## config.mk

```make
export PLATFORM = sky130hd
export DESIGN_NAME = ll_pkt_builder_flat
export DESIGN_NICKNAME = d
export VERILOG_FILES = /design/src/rtl/ll_pkt_builder_if.sv /design/src/rtl/ll_pkt_builder.sv /design/src/flat_wrapper.sv
export SDC_FILE = /design/constraint.sdc
export NUM_CORES = 1
export LEC_CHECK = 0
export BUFFER_PORTS_ARGS = -buffer_cell sky130_fd_sc_hd__clkbuf_2
export CAP_MARGIN = 20
export CORE_ASPECT_RATIO = 0.75
export CORE_MARGIN = 5
export CORE_UTILIZATION = 53
export DETAILED_ROUTE_END_ITERATION = 8
export HOLD_SLACK_MARGIN = 0.08
export MAX_ROUTING_LAYER = met4
export PLACE_DENSITY = 0.76
export SETUP_SLACK_MARGIN = 0.2
export SLEW_MARGIN = 20
export SYNTH_ARGS = -nofsm -noshare
export SYNTH_HDL_FRONTEND = slang
export SYNTH_SLANG_ARGS = --single-unit
```

## constraint.sdc

```tcl
create_clock -name clk -period 3.15 [get_ports clk]
set_clock_uncertainty 0.2 [all_clocks]
set_input_delay 0.63 -clock clk [delete_from_list [all_inputs] [get_ports clk]]
set_output_delay 0.63 -clock clk [all_outputs]
set_load 0.01 [all_outputs]
```

## src/rtl/ll_pkt_builder_if.sv

```systemverilog
// ll_pkt_builder_if: descriptor, page allocation, link write and output queue handshakes.
interface ll_pkt_builder_if #(
  parameter int lpsz = 8,
  parameter int cntsz = 5,
  parameter int dsz = 2
);
  localparam int lpdsz = lpsz + 1;
  logic pkt_srdy;
  logic pkt_drdy;
  logic [cntsz-1:0] pkt_npages;
  logic [dsz-1:0] pkt_dest;
  logic par_srdy;
  logic par_drdy;
  logic parr_srdy;
  logic parr_drdy;
  logic [lpsz-1:0] parr_page;
  logic lnp_srdy;
  logic lnp_drdy;
  logic [lpsz+lpdsz-1:0] lnp_pnp;
  logic ip_srdy;
  logic ip_drdy;
  logic [lpsz-1:0] ip_page;
  logic [dsz-1:0] ip_dest;
  logic [cntsz-1:0] ip_npages;
  logic err_zero;
  logic [15:0] pkt_count;
  modport master (
    output pkt_srdy, pkt_npages, pkt_dest, par_drdy, parr_srdy, parr_page, lnp_drdy, ip_drdy,
    input pkt_drdy, par_srdy, parr_drdy, lnp_srdy, lnp_pnp, ip_srdy, ip_page, ip_dest, ip_npages,
    input err_zero, pkt_count
  );
  modport slave (
    input pkt_srdy, pkt_npages, pkt_dest, par_drdy, parr_srdy, parr_page, lnp_drdy, ip_drdy,
    output pkt_drdy, par_srdy, parr_drdy, lnp_srdy, lnp_pnp, ip_srdy, ip_page, ip_dest, ip_npages,
    output err_zero, pkt_count
  );
endinterface

```

## src/rtl/ll_pkt_builder.sv

```systemverilog
// ll_pkt_builder: allocates npages pages per descriptor, links them into a stop-terminated chain
// and enqueues the head page with its destination to the output queue.
module ll_pkt_builder #(
  parameter int lpsz = 8,
  parameter int cntsz = 5,
  parameter int dsz = 2
) (
  input logic clk,
  input logic reset,
  ll_pkt_builder_if.slave b
);
  localparam int lpdsz = lpsz + 1;
  typedef enum logic [2:0] {IDLE, REQ, RESP, LINK, LSTOP, SEND} state_t;
  state_t state, n_state;
  logic [cntsz-1:0] np, n_np, rem, n_rem;
  logic [dsz-1:0] dest, n_dest;
  logic [lpsz-1:0] cur, n_cur, prev, n_prev, head, n_head;
  logic first, n_first;
  logic [15:0] count;
  logic pkt_x, par_x, parr_x, lnp_x, ip_x;
  logic o_pkt_drdy, o_par_srdy, o_parr_drdy, o_lnp_srdy, o_ip_srdy, o_err;
  logic [lpsz+lpdsz-1:0] o_lnp_pnp;
  logic [lpsz-1:0] o_ip_page;
  logic [dsz-1:0] o_ip_dest;
  logic [cntsz-1:0] o_ip_npages;
  assign pkt_x = b.pkt_srdy & b.pkt_drdy;
  assign par_x = b.par_srdy & b.par_drdy;
  assign parr_x = b.parr_srdy & b.parr_drdy;
  assign lnp_x = b.lnp_srdy & b.lnp_drdy;
  assign ip_x = b.ip_srdy & b.ip_drdy;
  assign b.pkt_count = count;
  always_ff @(posedge clk) begin
    if (reset) begin
      state <= IDLE;
      np <= '0;
      rem <= '0;
      dest <= '0;
      cur <= '0;
      prev <= '0;
      head <= '0;
      first <= 1'b0;
      count <= '0;
      b.pkt_drdy <= 1'b0;
      b.par_srdy <= 1'b0;
      b.parr_drdy <= 1'b0;
      b.lnp_srdy <= 1'b0;
      b.lnp_pnp <= '0;
      b.ip_srdy <= 1'b0;
      b.ip_page <= '0;
      b.ip_dest <= '0;
      b.ip_npages <= '0;
      b.err_zero <= 1'b0;
    end else begin
      state <= n_state;
      np <= n_np;
      rem <= n_rem;
      dest <= n_dest;
      cur <= n_cur;
      prev <= n_prev;
      head <= n_head;
      first <= n_first;
      count <= count + {15'd0, ip_x};
      b.pkt_drdy <= o_pkt_drdy;
      b.par_srdy <= o_par_srdy;
      b.parr_drdy <= o_parr_drdy;
      b.lnp_srdy <= o_lnp_srdy;
      b.lnp_pnp <= o_lnp_pnp;
      b.ip_srdy <= o_ip_srdy;
      b.ip_page <= o_ip_page;
      b.ip_dest <= o_ip_dest;
      b.ip_npages <= o_ip_npages;
      b.err_zero <= o_err;
    end
  end
  always_comb begin
    n_state = state;
    n_np = np;
    n_rem = rem;
    n_dest = dest;
    n_cur = cur;
    n_prev = prev;
    n_head = head;
    n_first = first;
    case (state)
      IDLE: if (pkt_x && b.pkt_npages != '0) begin
        n_np = b.pkt_npages;
        n_dest = b.pkt_dest;
        n_rem = b.pkt_npages;
        n_first = 1'b1;
        n_state = REQ;
      end
      REQ: if (par_x) n_state = RESP;
      RESP: if (parr_x) begin
        n_cur = b.parr_page;
        n_rem = rem - cntsz'(1);
        if (first) begin
          n_head = b.parr_page;
          n_prev = b.parr_page;
          n_first = 1'b0;
          n_state = rem == cntsz'(1) ? LSTOP : REQ;
        end else n_state = LINK;
      end
      LINK: if (lnp_x) begin
        n_prev = cur;
        n_state = rem == '0 ? LSTOP : REQ;
      end
      LSTOP: if (lnp_x) n_state = SEND;
      SEND: if (ip_x) n_state = IDLE;
      default: n_state = IDLE;
    endcase
  end
  // Outputs are computed from next-cycle state/data so every port comes straight from a flop.
  always_comb begin
    o_pkt_drdy = n_state == IDLE;
    o_par_srdy = n_state == REQ;
    o_parr_drdy = n_state == RESP;
    o_lnp_srdy = n_state == LINK || n_state == LSTOP;
    o_lnp_pnp = n_state == LINK ? {n_prev, 1'b0, n_cur} :
                n_state == LSTOP ? {n_prev, 1'b1, {lpsz{1'b0}}} : '0;
    o_ip_srdy = n_state == SEND;
    o_ip_page = o_ip_srdy ? n_head : '0;
    o_ip_dest = o_ip_srdy ? n_dest : '0;
    o_ip_npages = o_ip_srdy ? n_np : '0;
    o_err = pkt_x && b.pkt_npages == '0;
  end
endmodule

```

## src/flat_wrapper.sv

```systemverilog
// flat-port wrapper written by rule: the top's interface ports become plain ports
module ll_pkt_builder_flat 
#(
  parameter int lpsz = 8,
  parameter int cntsz = 5,
  parameter int dsz = 2
)
  (clk, reset, b_pkt_srdy, b_pkt_npages, b_pkt_dest, b_par_drdy, b_parr_srdy, b_parr_page, b_lnp_drdy, b_ip_drdy, b_pkt_drdy, b_par_srdy, b_parr_drdy, b_lnp_srdy, b_lnp_pnp, b_ip_srdy, b_ip_page, b_ip_dest, b_ip_npages, b_err_zero, b_pkt_count);
  ll_pkt_builder_if #(.lpsz(lpsz), .cntsz(cntsz), .dsz(dsz)) b_i ();
  input logic clk;
  input logic reset;
  input wire logic [$bits(b_i.pkt_srdy)-1:0] b_pkt_srdy;
  input wire logic [$bits(b_i.pkt_npages)-1:0] b_pkt_npages;
  input wire logic [$bits(b_i.pkt_dest)-1:0] b_pkt_dest;
  input wire logic [$bits(b_i.par_drdy)-1:0] b_par_drdy;
  input wire logic [$bits(b_i.parr_srdy)-1:0] b_parr_srdy;
  input wire logic [$bits(b_i.parr_page)-1:0] b_parr_page;
  input wire logic [$bits(b_i.lnp_drdy)-1:0] b_lnp_drdy;
  input wire logic [$bits(b_i.ip_drdy)-1:0] b_ip_drdy;
  output wire logic [$bits(b_i.pkt_drdy)-1:0] b_pkt_drdy;
  output wire logic [$bits(b_i.par_srdy)-1:0] b_par_srdy;
  output wire logic [$bits(b_i.parr_drdy)-1:0] b_parr_drdy;
  output wire logic [$bits(b_i.lnp_srdy)-1:0] b_lnp_srdy;
  output wire logic [$bits(b_i.lnp_pnp)-1:0] b_lnp_pnp;
  output wire logic [$bits(b_i.ip_srdy)-1:0] b_ip_srdy;
  output wire logic [$bits(b_i.ip_page)-1:0] b_ip_page;
  output wire logic [$bits(b_i.ip_dest)-1:0] b_ip_dest;
  output wire logic [$bits(b_i.ip_npages)-1:0] b_ip_npages;
  output wire logic [$bits(b_i.err_zero)-1:0] b_err_zero;
  output wire logic [$bits(b_i.pkt_count)-1:0] b_pkt_count;
  assign b_i.pkt_srdy = b_pkt_srdy;
  assign b_i.pkt_npages = b_pkt_npages;
  assign b_i.pkt_dest = b_pkt_dest;
  assign b_i.par_drdy = b_par_drdy;
  assign b_i.parr_srdy = b_parr_srdy;
  assign b_i.parr_page = b_parr_page;
  assign b_i.lnp_drdy = b_lnp_drdy;
  assign b_i.ip_drdy = b_ip_drdy;
  assign b_pkt_drdy = b_i.pkt_drdy;
  assign b_par_srdy = b_i.par_srdy;
  assign b_parr_drdy = b_i.parr_drdy;
  assign b_lnp_srdy = b_i.lnp_srdy;
  assign b_lnp_pnp = b_i.lnp_pnp;
  assign b_ip_srdy = b_i.ip_srdy;
  assign b_ip_page = b_i.ip_page;
  assign b_ip_dest = b_i.ip_dest;
  assign b_ip_npages = b_i.ip_npages;
  assign b_err_zero = b_i.err_zero;
  assign b_pkt_count = b_i.pkt_count;
  ll_pkt_builder #(.lpsz(lpsz), .cntsz(cntsz), .dsz(dsz)) u_core (.clk(clk), .reset(reset), .b(b_i));
endmodule
```

==> impl_metrics.toml, run 1 <==
[die]
die-area_um2 = 8440
die_x_um = 104
dieHeight_um = 80.8
io_pins = 76
placementRows = 25
core_um2 = 6410
start_util_pct = 55.2

[clocking]
clk_latency_ns = 0.35
clk_path_buf_depth = 2
postCtsHoldBufs = 0
cts.sink_count = 94
cts_resized = 0
post_cts_buffers = 0
clk_pin_slew_worst_paths_ns = 0.09
cts_tree = "built"
cts_buffers = 9
cts_root_buf = "clkbuf_8"
htreeDepth = 3

[setup_path]
rrSetupSlack_ns = 0.51
required_ns = 3.20
reg2reg_to = "u_core.b.lnp_pnp[11]"
critPathArrivalTime_ns = 2.69
r2r-start = "u_core.state[1]"
criticalPathCategory = "flip-flop to flip-flop"
critPathLaunch = "u_core.state[1]"
r2r_cells = 5
cp_max_fo = 17
worstSetupEndpointType = "flip-flop"
worstSetupEndpoint = "u_core.b.lnp_pnp[11]"
cp-start-kind = "flip-flop"

[global_route]
overflow = 0
grt_use_total_pct = 20.4
grt_pass1_wl_um = 13500
grt_pass1_vias = 2855
grt_start_max_net_pins = 78
antenna_found_initial = 0

[synth]
ys_seq_area_share_pct = 53.1
synth-edff-count = 0
yosys-top-cells-area = "dfxtp_1, mux2i_1, nor2_1"
synth_area_leader_cell = "dfxtp_1"
synthTopCellsByCount = "dfxtp_1, nor2_1, nor3_1"
yosysWarnings = 0
ys_ff_latch = 94
synth.most_common_cell = "dfxtp_1"
synth_top_area_share_pct = 53.1
netlist_area_um2 = 3540
syn_nets = 383
syn_avg_cell_area_um2 = 9.95
syn_inst = 356
netlist-cell-type-count = 45
async_flop_share_pct = 0
synth-main-ff-cell = "dfxtp_1"

[route]
drt_iter0_drc = 141
ant_nets = 0
dr.pass1.iters = 7
wl_um = 8010
wl_per_cell_um = 15.6
drc_errors = 0
via_count = 2889
vias_per_cell = 5.62

[power]
switching_share_pct = 24.8
p_per_area_nw_per_um2 = 496
power.internal_w = 0.00154
clockPowerShare_pct = 34.4
p_leak_nw = 1.72
peakVddDrop_v = 0.000285
p_sw_w = 0.000510
power_frac_comb_pct = 6.5
p_seq_share_pct = 59.1

[timing]
period_needed_ns = 2.64
slew_violations = 0
setup_viol_count_final = 0
max_freq_mhz = 379
final.period_utilization_pct = 83.8
rsz0062_at_grt = "no"
fin_tns_setup_ns = 0
finalHoldViolations = 0
max_slew_margin_pct = 48.8
max_slew.worst_pin.slew_ns = 0.767

[layout]
fin_util_pct = 64.5
fin_nets = 455
area_growth_syn_to_layout_pct = 16.8
n_antenna_cell = 0
fillCellCount = 537
drive_gt1_share_pct = 24.5

[status]
status = "finished clean"

[hold_path]
hold_class = "flip-flop to flip-flop"

[job]
cap_viol_max_count = 0

[placement]
io_buffers = 75
place.gp.congestion = 0.849
dpl.hpwl_um = 5700
-- cells by family after synthesis --
group                    after synthesis  share of synthesized area [%]
AO/OA/AOI/OAI                         57                           11.8
AND/OR/NAND/NOR                      138                           19.8
XOR/XNOR                              12                           2.97
adder cells (fa/ha/maj)                5                           1.77
flip-flops                            94                           53.1
buffers and inverters                 25                           3.46
multiplexers                          25                           7.10
-- critical path, stage by stage, from the launching register on --
cell	delay [ns]
dfxtp_1	0.63
nand3_1	0.21
or3_1	0.43
o221a_2	0.30
a21o_1	0.41
a221oi_1	0.35
-- stage by stage --
| stage | instances | instance area [um^2] | hold WS [ns] | setup WS (ns) | power, W |
|---|---|---|---|---|---|
| 5_1_grt | 514 | 4140 | 0.310 | 0.396 | 0.00213 |
| 3_3_place_gp | 498 | 3960 | 0.252 | 0.431 | 0.00137 |
| 2_1_floorplan | 356 | 3540 | 0.245 | 0.686 | 0.00133 |
| 3_5_place_dp | 498 | 3960 | 0.261 | 0.392 | 0.00137 |
| 4_1_cts | 514 | 4140 | 0.270 | 0.564 | 0.00207 |
| 6_report | 514 | 4140 | 0.267 | 0.512 | 0.00205 |
-- power by group through the flow --
stage	sequential (W)	combinational (W)	clock, W
3_3_place_gp	0.00124	0.000131	0
5_1_grt	0.00122	0.000148	0.000770
4_1_cts	0.00121	0.000134	0.000721
3_5_place_dp	0.00124	0.000133	0
6_report	0.00121	0.000134	0.000706
2_1_floorplan	0.00124	0.0000971	0
-- layout by cell type (no fill, tap or decap), types with 2 or more instances in the layout --
cell / netlist / routed
a21o_1: 2 / 2
and3_1: 10 / 10
clkinvlp_4: 0 / 2
dfxtp_1: 94 / 94
and3b_1: 3 / 3
ha_1: 5 / 5
nor3_1: 25 / 25
nor2b_1: 6 / 6
nand3_1: 10 / 10
o21ai_0: 5 / 5
clkbuf_8: 0 / 9
clkinv_4: 0 / 2
a22oi_1: 9 / 9
xnor2_1: 5 / 5
and4_1: 2 / 2
buf_4: 1 / 7
a21oi_1: 20 / 20
nand2b_1: 5 / 5
nor2_1: 44 / 44
inv_1: 4 / 4
mux2i_1: 24 / 24
or3_1: 7 / 7
a221oi_1: 7 / 7
nand2_1: 18 / 18
o32ai_1: 4 / 4
xor2_1: 7 / 7
clkbuf_2: 0 / 75
-- layout make-up --
cell class              count  area (um^2)  area share [%]
well taps                  81          101            2.45
multi-input cells         237         1540            37.2
clock buffers              10          128            3.08
clock inverters             6         46.3            1.12
inverters                   4         15.0           0.363
repair buffers             82          428            10.3
flip-flops and latches     94         1880            45.5
-- metal layers --
layer / up-vias / part of all wire, % / track usage [%]
met3: 8 / 7.1 / 6.04
met1: 1376 / 46 / 25.7
met5: - / 0 / -
met2: 100 / 46 / 31.8
li1: 1405 / - / -
met4: 0 / 0.95 / 7.12
-- state kept, by name, indices dropped and copies added (netlist names), 2 cells and up --
name / cells
u_core.b.ip_dest: 2
u_core.b.ip_npages: 5
u_core.b.ip_page: 8
u_core.b.lnp_pnp: 17
u_core.b.pkt_count: 16
u_core.cur: 8
u_core.dest: 2
u_core.head: 8
u_core.np: 5
u_core.prev: 8
u_core.rem: 5
u_core.state: 3
-- worst min-delay path by stage --
stage                            from           endpoint  slack, ns  depth (start not counted)
floorplan              u_core.prev[0]     u_core.prev[0]       0.24                          2
global placement       u_core.prev[0]     u_core.prev[0]       0.25                          2
detailed placement  u_core.b.pkt_drdy  u_core.b.err_zero       0.26                          2
CTS                 u_core.b.pkt_drdy  u_core.b.err_zero       0.27                          2
global route           u_core.prev[4]     u_core.prev[4]       0.31                          2
finish              u_core.b.pkt_drdy  u_core.b.err_zero       0.27                          2
Power figures use the tool's default switching activity.
==> run 2, diff against run 1 <==
clock period = 2.5 ns   (was 3.15 ns; I/O delays follow)
==> impl_metrics.toml, run 2 (synthesis results as in run 1) <==
[status]
status = "finished clean"

[global_route]
grt_pass1_vias = 2740
antenna_found_initial = 0
grt_start_max_net_pins = 50
grt_pass1_wl_um = 13500
grt_use_total_pct = 20.6
overflow = 0

[clocking]
htreeDepth = 3
clk_latency_ns = 0.36
cts_root_buf = "clkbuf_8"
cts_buffers = 9
cts.sink_count = 94
post_cts_buffers = 0
cts_tree = "built"
clk_pin_slew_worst_paths_ns = 0.09
clk_path_buf_depth = 2

[hold_path]
hold_class = "input pin to flip-flop"
hold_depth = 3
holdCritStartpoint = "b_pkt_dest[0]"

[setup_path]
worstSetupEndpointType = "flip-flop"
required_ns = 2.60
critPathLaunch = "u_core.state[1]"
cp_slowest_cell = "a211o_1"
critical_path_cell_count = 6
max_stage_delay_ns = 0.43
cp_max_fo = 9
crit_buf_inv = 1
critPathArrivalTime_ns = 2.24
crit_chain = "buf_4 -> and3b_1 -> o21ai_0 -> a211o_1 -> or3_1 -> a21oi_1"
cp-start-kind = "flip-flop"
cp_top_family = "simple AND/OR/NAND/NOR gates"
r2r-start = "u_core.state[1]"
criticalPathCategory = "flip-flop to flip-flop"
r2r_cells = 6

[route]
wl_um = 8070
drt_iter0_drc = 115
dr.pass1.iters = 4
via_count = 2877
wl_per_cell_um = 15.6
drc_errors = 0
vias_per_cell = 5.56
ant_nets = 0

[power]
p_sw_w = 0.000642
peakVddDrop_v = 0.000343
power.total_w = 0.00274
p_leak_nw = 1.78
p_per_area_nw_per_um2 = 648
power.internal_w = 0.00210
clockPowerShare_pct = 38.0
switching_share_pct = 23.4
power_frac_comb_pct = 6.2
p_seq_share_pct = 55.8

[die]
start_util_pct = 55.2
core_um2 = 6410
placementRows = 25
io_pins = 76
die-area_um2 = 8440
die_x_um = 104
dieHeight_um = 80.8

[timing]
slew_violations = 0
max_slew_margin_pct = 67.2
fin_tns_setup_ns = 0
rsz0062_at_grt = "no"
finalHoldViolations = 0
period_needed_ns = 2.15
fin_ws_ns = 0.353
max_slew.worst_pin.slew_ns = 0.492
max_freq_mhz = 466
setup_viol_count_final = 0
final.period_utilization_pct = 85.9

[layout]
final_cell_mix = "dfxtp_1, clkbuf_2, nor2_1"
n_antenna_cell = 0
fin_nets = 458
regArea_um2 = 1880
multi_input_area_um2 = 1550
largest-register = "u_core.b.lnp_pnp"
layout_commonest_cell = "dfxtp_1"
fillCellCount = 518
area_growth_syn_to_layout_pct = 19.6
drive_gt1_share_pct = 26.1
largest_reg_flops = 17

[job]
cap_viol_max_count = 0

[placement]
dp_slack_ns = 0.114
dpl.hpwl_um = 5660
place.gp.congestion = 0.921
io_buffers = 75
[run 2: timing repair]
action | CTS | global route
hold buffers | 0 | 0
resized for setup | 2 | 3
setup endpoints to repair | 8 | 8
[run 2: through the flow]
step                      util (%)  hold slack [ns]  cell area [um^2]  cells
after floorplan                  -            0.245              3550    356
after global placement        62.6            0.251              4010    501
after detailed placement      62.6            0.262              4010    501
after CTS                     65.9            0.181              4220    517
after global routing          66.1            0.198              4240    517
final                         66.1            0.204              4240    517
[run 2: layout make-up]
| type | count | area share (%) |
|---|---|---|
| inverters | 4 | 0.354 |
| well taps | 81 | 2.39 |
| flip-flops and latches | 94 | 44.4 |
| repair buffers | 85 | 11.2 |
| clock buffers | 12 | 3.66 |
| multi-input cells | 237 | 36.7 |
| clock inverters | 4 | 1.27 |
[run 2: power by group through the flow]
| stage | logic (W) | clock network [W] | registers [W] |
|---|---|---|---|
| floorplan | 0.000122 | 0 | 0.00156 |
| global placement | 0.000165 | 0 | 0.00156 |
| detailed placement | 0.000168 | 0 | 0.00156 |
| CTS | 0.000170 | 0.00106 | 0.00153 |
| global route | 0.000188 | 0.00113 | 0.00153 |
| finish | 0.000170 | 0.00104 | 0.00153 |
[run 2: tightest hold or removal path, cell delays in order]
cell and delay [ns]:
clkbuf_2 0.09, mux2i_1 0.07, nor2_1 0.08
[run 2: routing by layer]
| layer | global-route usage (%) | part of all wire, % | up-vias |
|---|---|---|---|
| li1 | - | - | 1411 |
| met1 | 27.5 | 48 | 1362 |
| met2 | 30.4 | 44 | 91 |
| met3 | 6.04 | 6.4 | 13 |
| met4 | 6.60 | 1.3 | 0 |
| met5 | - | 0 | - |
[run 2: worst paths after layout]
path | to | slack, ns
worst max-delay path | u_core.rem[0] | 0.35
worst min-delay path | u_core.dest[0] | 0.20
worst max register to register | u_core.rem[0] | 0.35
worst min register to register | u_core.prev[1] | 0.28
==> run 3, diff against run 2 <==
==> constraint.sdc (replaced) <==
create_clock -name clk -period 2.34 [get_ports clk]
set_clock_uncertainty 0.2 [all_clocks]
set_input_delay 0.468 -clock clk [delete_from_list [all_inputs] [get_ports clk]]
set_output_delay 0.468 -clock clk [all_outputs]
set_load 0.1 [all_outputs]
==> impl_metrics.toml, run 3 (synthesis results as in run 1) <==
[status]
status = "finished clean"

[setup_path]
cp-start-kind = "flip-flop"
critPathArrivalTime_ns = 2.14
crit_chain = "nand3_1 -> or3_1 -> o221a_4 -> a21o_1 -> buf_12 -> a221oi_1"
cp_slowest_cell = "or3_1"
required_ns = 2.41
criticalPathCategory = "flip-flop to flip-flop"
r2r-start = "u_core.state[1]"
cp_max_fo = 17
rrSetupSlack_ns = 0.27
worstSetupEndpointType = "flip-flop"
max_stage_delay_ns = 0.40
r2r_cells = 6
reg2reg_to = "u_core.b.lnp_pnp[14]"

[power]
peakVddDrop_v = 0.000476
clockPowerShare_pct = 37.6
switching_share_pct = 26.0
p_per_area_nw_per_um2 = 680
p_sw_w = 0.000780
power.internal_w = 0.00223
p_leak_nw = 1.82
p_seq_share_pct = 54.4
power_frac_comb_pct = 8.1

[placement]
place.gp.congestion = 0.841
dp_slack_ns = 0.0592
dpl.hpwl_um = 5740
io_buffers = 75

[timing]
max_slew.worst_pin.slew_ns = 0.578
max_freq_mhz = 483
slew_violations = 0
finalHoldViolations = 0
fin_tns_setup_ns = 0
setup_viol_count_final = 0
fin_ws_ns = 0.271
period_needed_ns = 2.07
final.period_utilization_pct = 88.4
rsz0062_at_grt = "yes"
whs_ns = 0.135
max_slew_margin_pct = 61.4

[global_route]
grt_use_met3_pct = 5.56
grt_start_max_net_pins = 59
grt_pass1_vias = 2799
grt_use_met2_pct = 29.8
grt-busiest-layer = "met2"
met1_usage_pct = 27.2
grt_pass1_wl_um = 13400
overflow = 0
antenna_found_initial = 0
grt_use_total_pct = 20.4

[hold_path]
holdPathEnd = "u_core.b.err_zero"
holdCritStartpoint = "b_pkt_srdy"
hold_depth = 3
hold_class = "input pin to flip-flop"

[job]
cap_viol_max_count = 0

[route]
vias_per_cell = 5.54
drc_errors = 0
via_count = 2901
dr.pass1.iters = 4
drt_iter0_drc = 181
ant_nets = 0
wl_per_cell_um = 15.4
wl_um = 8090

[die]
start_util_pct = 55.2
core_um2 = 6410
placementRows = 25
dieHeight_um = 80.8
die_x_um = 104
die-area_um2 = 8440
io_pins = 76

[layout]
n_antenna_cell = 0
drive_gt1_share_pct = 34.1
largest-register = "u_core.b.lnp_pnp"
area_growth_syn_to_layout_pct = 24.7
largest_reg_flops = 17
fillCellCount = 494
layout_commonest_cell = "dfxtp_1"
fin_nets = 465
final_cell_mix = "dfxtp_1, clkbuf_2, nor2_1"

[clocking]
htreeDepth = 3
cts.sink_count = 94
cts_tree = "built"
clk_pin_slew_worst_paths_ns = 0.09
clk_path_buf_depth = 2
clk_latency_ns = 0.37
postCtsHoldBufs = 0
cts_root_buf = "clkbuf_8"
cts_buffers = 9
[run 3: cell types whose count changed in the layout (fill, tap and decap cells not counted), sizes merged]
cell | before | now
clkinv | 0 | 4
buf | 10 | 17
inv | 5 | 6
clkbuf | 87 | 84
clkinvlp | 2 | 0
[run 3: worst max-delay path, delay by kind of cell, from the launching register on]
kind / cells / cell delay (ns)
compound gates: 3 / 0.75
simple gates: 2 / 0.51
flops: 1 / 0.37
buf+inv: 1 / 0.16
[run 3: repair_timing]
item / in CTS / in global routing
resized for setup: 2 / 10
endpoints found under the setup margin: 1 / 27
pin swaps: 0 / 1
buffers inserted: 0 / 1
[run 3: power by group through the flow]
stage	clock, W	sequential (W)	combinational [W]
CTS	0.00116	0.00163	0.000232
finish	0.00113	0.00163	0.000242
detailed placement	0	0.00167	0.000230
floorplan	0	0.00169	0.000141
global placement	0	0.00167	0.000225
global route	0.00124	0.00164	0.000261
[run 3: worst max path at each step]
stage,startpoint,cells past startpoint,end
floorplan,b_pkt_npages[0],7,u_core.b.lnp_pnp[15]
global placement,b_pkt_npages[0],6,u_core.b.ip_npages[2]
detailed placement,b_pkt_npages[3],6,u_core.np[3]
CTS,u_core.state[2],5,u_core.b.lnp_pnp[10]
global route,u_core.state[0],5,u_core.b.lnp_pnp[12]
finish,u_core.state[1],6,u_core.b.lnp_pnp[14]
[run 3: metrics by stage]
stage	area [um^2]	utilization (%)	power, W	instances
after floorplan	3620	-	0.00183	356
after global placement	4150	64.7	0.00189	507
after detailed placement	4150	64.7	0.00190	507
after CTS	4370	68.1	0.00302	523
after global routing	4420	68.9	0.00313	524
final	4420	68.9	0.00301	524
[run 3: per-layer routing]
metal / vias to the layer above / wire, um / share of wire, %
met5: - / 0 / 0
met4: 0 / 123 / 1.5
met3: 11 / 444 / 5.5
met2: 86 / 3630 / 45
met1: 1378 / 3900 / 48
li1: 1426 / - / -
[run 3: layout make-up]
cell class	instances	area (um^2)	area share, %
tap	81	101	2.29
inverter	4	15.0	0.340
sequential	94	1910	43.3
timing repair buffer	92	553	12.5
multi-input combinational	237	1620	36.7
clock inverter	7	92.6	2.10
clock buffer	9	124	2.80
